[src/rtl/stack_pkg.sv]
// stack_pkg: shared types and constants for the data stack.
//   stack_state_e : control FSM states (IDLE, POP_RD, POP_RESP)
//   OP_PUSH/OP_POP: encodings of req_op
package stack_pkg;

    typedef enum logic [1:0] {
        IDLE     = 2'd0,
        POP_RD   = 2'd1,
        POP_RESP = 2'd2
    } stack_state_e;

    localparam logic OP_PUSH = 1'b1;
    localparam logic OP_POP  = 1'b0;

endpackage

[src/rtl/stack_ram.sv]
// stack_ram: DEPTH x DATA_BITS storage for the data stack.
//   clk   : write clock
//   we    : write enable (sync)
//   waddr : write index
//   wdata : write word
//   raddr : async read index (the stack top)
//   rdata : word at raddr
// Contents are intentionally not reset.
module stack_ram
    import stack_pkg::*;
#(
    parameter int DATA_BITS = 8,
    parameter int ADDR_BITS = 8
) (
    input  logic                 clk,
    input  logic                 we,
    input  logic [ADDR_BITS-1:0] waddr,
    input  logic [DATA_BITS-1:0] wdata,
    input  logic [ADDR_BITS-1:0] raddr,
    output logic [DATA_BITS-1:0] rdata
);

    localparam int DEPTH = 1 << ADDR_BITS;

    logic [DATA_BITS-1:0] mem_r [DEPTH];

    // Synchronous write port.
    always_ff @(posedge clk) begin
        if (we) begin
            mem_r[waddr] <= wdata;
        end
    end

    assign rdata = mem_r[raddr];

endmodule

[src/rtl/stack_unit.sv]
// stack_unit: data stack with valid/ready push/pop request port and pop response port.
//   clk, rst_n          : clock, synchronous active-low reset
//   clear               : synchronous flush (empties stack, aborts pending pop)
//   req_valid/req_ready : request handshake; req_op 1=push 0=pop; req_data push operand
//   resp_valid/resp_ready/resp_data : pop result handshake
//   sp, tos             : top index and top word (0 when empty)
//   count, empty, full  : occupancy
//   err_overflow/err_underflow : one-cycle pulses on refused push/pop
module stack_unit
    import stack_pkg::*;
#(
    parameter int DATA_BITS = 8,
    parameter int ADDR_BITS = 8
) (
    input  logic                 clk,
    input  logic                 rst_n,
    input  logic                 clear,
    input  logic                 req_valid,
    output logic                 req_ready,
    input  logic                 req_op,
    input  logic [DATA_BITS-1:0] req_data,
    output logic                 resp_valid,
    input  logic                 resp_ready,
    output logic [DATA_BITS-1:0] resp_data,
    output logic [ADDR_BITS-1:0] sp,
    output logic [DATA_BITS-1:0] tos,
    output logic [ADDR_BITS:0]   count,
    output logic                 empty,
    output logic                 full,
    output logic                 err_overflow,
    output logic                 err_underflow
);

    localparam logic [ADDR_BITS:0]   FULL_CNT = {1'b1, {ADDR_BITS{1'b0}}};
    localparam logic [ADDR_BITS:0]   CNT_ONE  = {{ADDR_BITS{1'b0}}, 1'b1};
    localparam logic [ADDR_BITS-1:0] ADDR_ONE = {{(ADDR_BITS-1){1'b0}}, 1'b1};

    stack_state_e         state_r, state_n;
    logic [ADDR_BITS:0]   count_r, count_n;
    logic                 resp_valid_r, resp_valid_n;
    logic [DATA_BITS-1:0] resp_data_r, resp_data_n;
    logic                 err_ov_r, err_ov_n;
    logic                 err_un_r, err_un_n;

    logic                 empty_s, full_s, req_ready_s, accept_s, we_s, ram_we_s;
    logic [ADDR_BITS-1:0] sp_s;
    logic [DATA_BITS-1:0] rd_data_s;

    assign empty_s     = (count_r == {(ADDR_BITS+1){1'b0}});
    assign full_s      = (count_r == FULL_CNT);
    assign req_ready_s = (state_r == IDLE) & ~clear;
    assign accept_s    = req_valid & req_ready_s;
    // Low bits minus one wrap to DEPTH-1 when full, which is the correct top index.
    assign sp_s        = empty_s ? {ADDR_BITS{1'b0}} : (count_r[ADDR_BITS-1:0] - ADDR_ONE);
    // A write on a reset edge would be harmless, but keep the array untouched then.
    assign ram_we_s    = we_s & rst_n;

    stack_ram #(
        .DATA_BITS (DATA_BITS),
        .ADDR_BITS (ADDR_BITS)
    ) u_ram (
        .clk   (clk),
        .we    (ram_we_s),
        .waddr (count_r[ADDR_BITS-1:0]),
        .wdata (req_data),
        .raddr (sp_s),
        .rdata (rd_data_s)
    );

    // Next-state and next-output decode for request handling.
    always_comb begin
        state_n      = state_r;
        count_n      = count_r;
        resp_valid_n = resp_valid_r;
        resp_data_n  = resp_data_r;
        err_ov_n     = 1'b0;
        err_un_n     = 1'b0;
        we_s         = 1'b0;
        case (state_r)
            IDLE: begin
                if (accept_s) begin
                    if (req_op == OP_PUSH) begin
                        if (full_s) begin
                            err_ov_n = 1'b1;
                        end else begin
                            we_s    = 1'b1;
                            count_n = count_r + CNT_ONE;
                        end
                    end else begin
                        if (empty_s) begin
                            err_un_n = 1'b1;
                        end else begin
                            state_n = POP_RD;
                        end
                    end
                end else begin
                    we_s = 1'b0;
                end
            end
            POP_RD: begin
                // sp already points at count-1, so the read port holds the popped word.
                resp_data_n  = rd_data_s;
                count_n      = count_r - CNT_ONE;
                resp_valid_n = 1'b1;
                state_n      = POP_RESP;
            end
            POP_RESP: begin
                if (resp_ready) begin
                    resp_valid_n = 1'b0;
                    state_n      = IDLE;
                end else begin
                    resp_valid_n = 1'b1;
                end
            end
            default: begin
                state_n      = IDLE;
                resp_valid_n = 1'b0;
            end
        endcase
    end

    // State and output registers; reset beats clear beats request handling.
    always_ff @(posedge clk) begin
        if (!rst_n) begin
            state_r      <= IDLE;
            count_r      <= {(ADDR_BITS+1){1'b0}};
            resp_valid_r <= 1'b0;
            resp_data_r  <= {DATA_BITS{1'b0}};
            err_ov_r     <= 1'b0;
            err_un_r     <= 1'b0;
        end else if (clear) begin
            state_r      <= IDLE;
            count_r      <= {(ADDR_BITS+1){1'b0}};
            resp_valid_r <= 1'b0;
            err_ov_r     <= 1'b0;
            err_un_r     <= 1'b0;
        end else begin
            state_r      <= state_n;
            count_r      <= count_n;
            resp_valid_r <= resp_valid_n;
            resp_data_r  <= resp_data_n;
            err_ov_r     <= err_ov_n;
            err_un_r     <= err_un_n;
        end
    end

    assign req_ready     = req_ready_s;
    assign resp_valid    = resp_valid_r;
    assign resp_data     = resp_data_r;
    assign sp            = sp_s;
    assign tos           = empty_s ? {DATA_BITS{1'b0}} : rd_data_s;
    assign count         = count_r;
    assign empty         = empty_s;
    assign full          = full_s;
    assign err_overflow  = err_ov_r;
    assign err_underflow = err_un_r;

endmodule
[config.mk]
export PLATFORM = sky130hd
export DESIGN_NAME = stack_unit
export DESIGN_NICKNAME = d
export VERILOG_FILES = /design/src/rtl/stack_pkg.sv /design/src/rtl/stack_ram.sv /design/src/rtl/stack_unit.sv
export SDC_FILE = /design/constraint.sdc
export NUM_CORES = 2
export LEC_CHECK = 0
export CELL_PAD_IN_SITES_DETAIL_PLACEMENT = 1
export CELL_PAD_IN_SITES_GLOBAL_PLACEMENT = 2
export CORE_MARGIN = 3
export CORE_UTILIZATION = 40
export CTS_CLUSTER_SIZE = 12
export DETAILED_ROUTE_END_ITERATION = 7
export GPL_TIMING_DRIVEN = 0
export HOLD_SLACK_MARGIN = 0.06
export PLACE_DENSITY = 0.69
export SETUP_SLACK_MARGIN = 0.3
export SLEW_MARGIN = 20
export SYNTH_ARGS = -nofsm -noshare
export SYNTH_HDL_FRONTEND = slang
export SYNTH_HIERARCHICAL = 1
export SYNTH_SLANG_ARGS = --single-unit
[constraint.sdc]
create_clock -name clk -period 6.5 [get_ports clk]
set_input_delay 1.95 -clock clk [delete_from_list [all_inputs] [get_ports clk]]
set_output_delay 1.95 -clock clk [all_outputs]
set_load 0.01 [all_outputs]
==> results.ini <==
[run_status]
status = complete, but fails checks
failed_checks = setup timing

[critical_path]
crit_fanout = 8
criticalPathCategory = flop to primary output
worstSetupEndpointType = primary output
startpoint_type = flop
arrival_ps = 5300
path_common_cell = buf_12
slowest_stage = mux4_2
slowest_delay_ps = 470
crit_chain = buf_8 -> inv_4 -> ha_4 -> or3b_4 -> nor3_4 -> buf_12 -> nor2_4 -> buf_12 -> buf_12 -> buf_16 -> buf_12 -> mux4_2 -> a22o_1 -> a221oi_2 -> buf_6 -> o32ai_4 -> nor3_4 -> nor4_4 -> nor2b_1 -> buf_2
cp.required_ps = 4550

[clock_tree]
cts_tree = done
clkLatencyLatePin_ps = 840
cts_hold_buf = 0
cts.clk_slew.worst_paths_ps = 60
numCtsBuffers = 211
cts-htree-levels = 4
cts_buffer_depth = 3
clockRootBuffer = clkbuf_16
cts_sinks = 2070

[routing]
postRouteAntennaNets = 0
wl_um = 274000
wl_per_cell_um = 38.4
drc = 0
firstDrtPassIters = 5
dr_total_vias = 44600
vias_per_cell = 6.24
drtIter0Drc = 6480

[finish]
area_growth_pct = 18.5
drive_gt1_frac = 0.296
nFillCells = 18100
fin_cells = 7148
nNetsFinal = 4360

[yosys]
async_flop_share = 0
synth-seq-cells = 2070
syn_area_per_cell_um2 = 20.6
yosysTopAreaCell = edfxtp_1
synth_fp_nets = 3949
synth.top_cells.by_area = edfxtp_1 (76%), mux4_2 (13%), mux2i_1 (1.8%)
netlist_area_um2 = 81100
yosysTopAreaCellShare = 0.759
synth_most_common_cell = edfxtp_1
ys_types = 78
seq_area_frac_synth = 0.764
synth_edf_count = 2048
ys_warn_count = 6
synth_ff_type = edfxtp_1
synth_common_cells = edfxtp_1 (2048), mux4_2 (454), nor2_1 (303), mux2i_1 (143), a22oi_1 (133)
syn_inst = 3928

[timing]
final_hold_viol_count = 0
setup_viol = 8
slew_headroom = 0.179
finalCritPeriodShare = 1.12
fin_skew_ps = 24.8
slew_violations = 0
max_freq_mhz = 138
period_minus_slack_ps = 7250
rsz0062_at_grt = true
worst_slew_pin_slew_ps = 1230
setup_slack_ps = -754
tns_ps = -5480

[power_and_ir_drop]
power_uw = 27800
p_per_area_nw_per_um2 = 289
p_leak_uw = 0.0288
vdd_drop_max_uv = 315

[die]
start_util = 0.404
core_area_um2 = 201000
chipWidth_um = 456
chipHeight_um = 456
ios = 53
die_area_um2 = 208000
core.rowCount = 164

[global_routing]
grt_pass1_vias = 43900
grt_use_total = 0.259
overflow = 0
grt_max_degree = 133
grt_pass1_wl_um = 373000
antenna_found_initial = 10

[placed_design]
gp_congestion = 0.918
io_buffer_count = 52
dp.cells = 6674
dpl.hpwl_um = 184000

[min_path]
hp-class = flop to flop

[run]
maxCapViolCount = 0

-- through the flow --
stage | worst slack [ps] | hold WS, ps | util | instance area (um^2)
3_3_place_gp | -4840 | 480 | 0.423 | 84900
6_report | -754 | 494 | 0.479 | 96100
4_1_cts | -740 | 502 | 0.475 | 95300
2_1_floorplan | 782 | 524 | - | 81100
3_5_place_dp | -2990 | 487 | 0.429 | 86000
5_1_grt | -833 | 551 | 0.479 | 96100
-- final timing paths --
check	startpoint	end	slack, ps	cells after the start
worst max-delay path	count[1]	tos[5]	-750	20
worst min-delay path	resp_valid	resp_valid	490	2
worst max register to register	state_r[1]	u_ram/mem_r[69][4]	1490	11
worst min register to register	resp_valid	resp_valid	490	2
-- worst max-delay path: cells and delay by family, from the launching register on --
kind                       cells  cell delay [ps]
and+or+nand+nor                6             1380
AOI/OAI and AO/OA              3              780
muxes                          1              470
adders and majority gates      1              150
DFF                            1              350
buffers and inverters          9             1280
-- area by class of cell --
class | count | area [um^2] | share of cell area
repair buffers | 200 | 2560 | 0.0266
well taps | 2656 | 3320 | 0.0346
plain buffers | 244 | 2610 | 0.0271
multi-input cells | 1602 | 19300 | 0.201
flip-flops and latches | 2070 | 62000 | 0.645
diodes | 7 | 17.5 | 0.000182
inverters | 10 | 41.3 | 0.000430
clock inverters | 86 | 648 | 0.00675
clock buffers | 273 | 5590 | 0.0581
-- per-layer routing --
layer	part of all wire	track usage	up-vias
li1	-	-	17200
met1	0.40	0.365	24500
met2	0.46	0.395	2454
met3	0.095	0.0544	482
met5	0.000036	0	-
met4	0.047	0.106	2
-- repair_timing --
item                                    CTS  global route
endpoints found under the setup margin   16             8
pin swaps                                76            61
gates resized for setup                 598            61
buffers inserted                         58            49
cloned                                    1             2
-- power breakdown --
part	total (uW)	switching, uW	internal [uW]
clock	11300	5020	6270
combinational	1830	1170	651
sequential	14700	1.62	14700
total	27800	6190	21600
-- registers in the layout, summed over array words and instances (netlist names) --
name	count
count	9
u_ram/mem_r	2048
resp_valid	1
err_underflow	1
state_r	2
resp_data	8
err_overflow	1
-- cells in the final DEF (no fill, tap or decap), types with 45 or more instances in the layout --
master / Yosys / final
edfxtp_1: 2048 / 2048
mux4_2: 454 / 454
nor2_1: 303 / 289
clkbuf_16: 0 / 220
mux2i_1: 143 / 136
buf_4: 28 / 109
a22oi_1: 133 / 108
clkbuf_1: 113 / 86
a21oi_1: 110 / 72
nand2_1: 49 / 48
buf_16: 0 / 46
nor2b_1: 51 / 45
-- kinds of logic (layout without fill, tap and decap cells) --
family / count (synthesis) / after routing / synth area share
simple gates: 560 / 560 / 0.0325
fa+ha+maj: 7 / 7 / 0.00108
mux: 600 / 600 / 0.145
other cells: 0 / 7 / 0
xor+xnor: 13 / 13 / 0.00140
compound gates: 422 / 422 / 0.0370
flops: 2070 / 2070 / 0.764
buf+inv: 256 / 813 / 0.0192
Power figures use the tool's default switching activity.
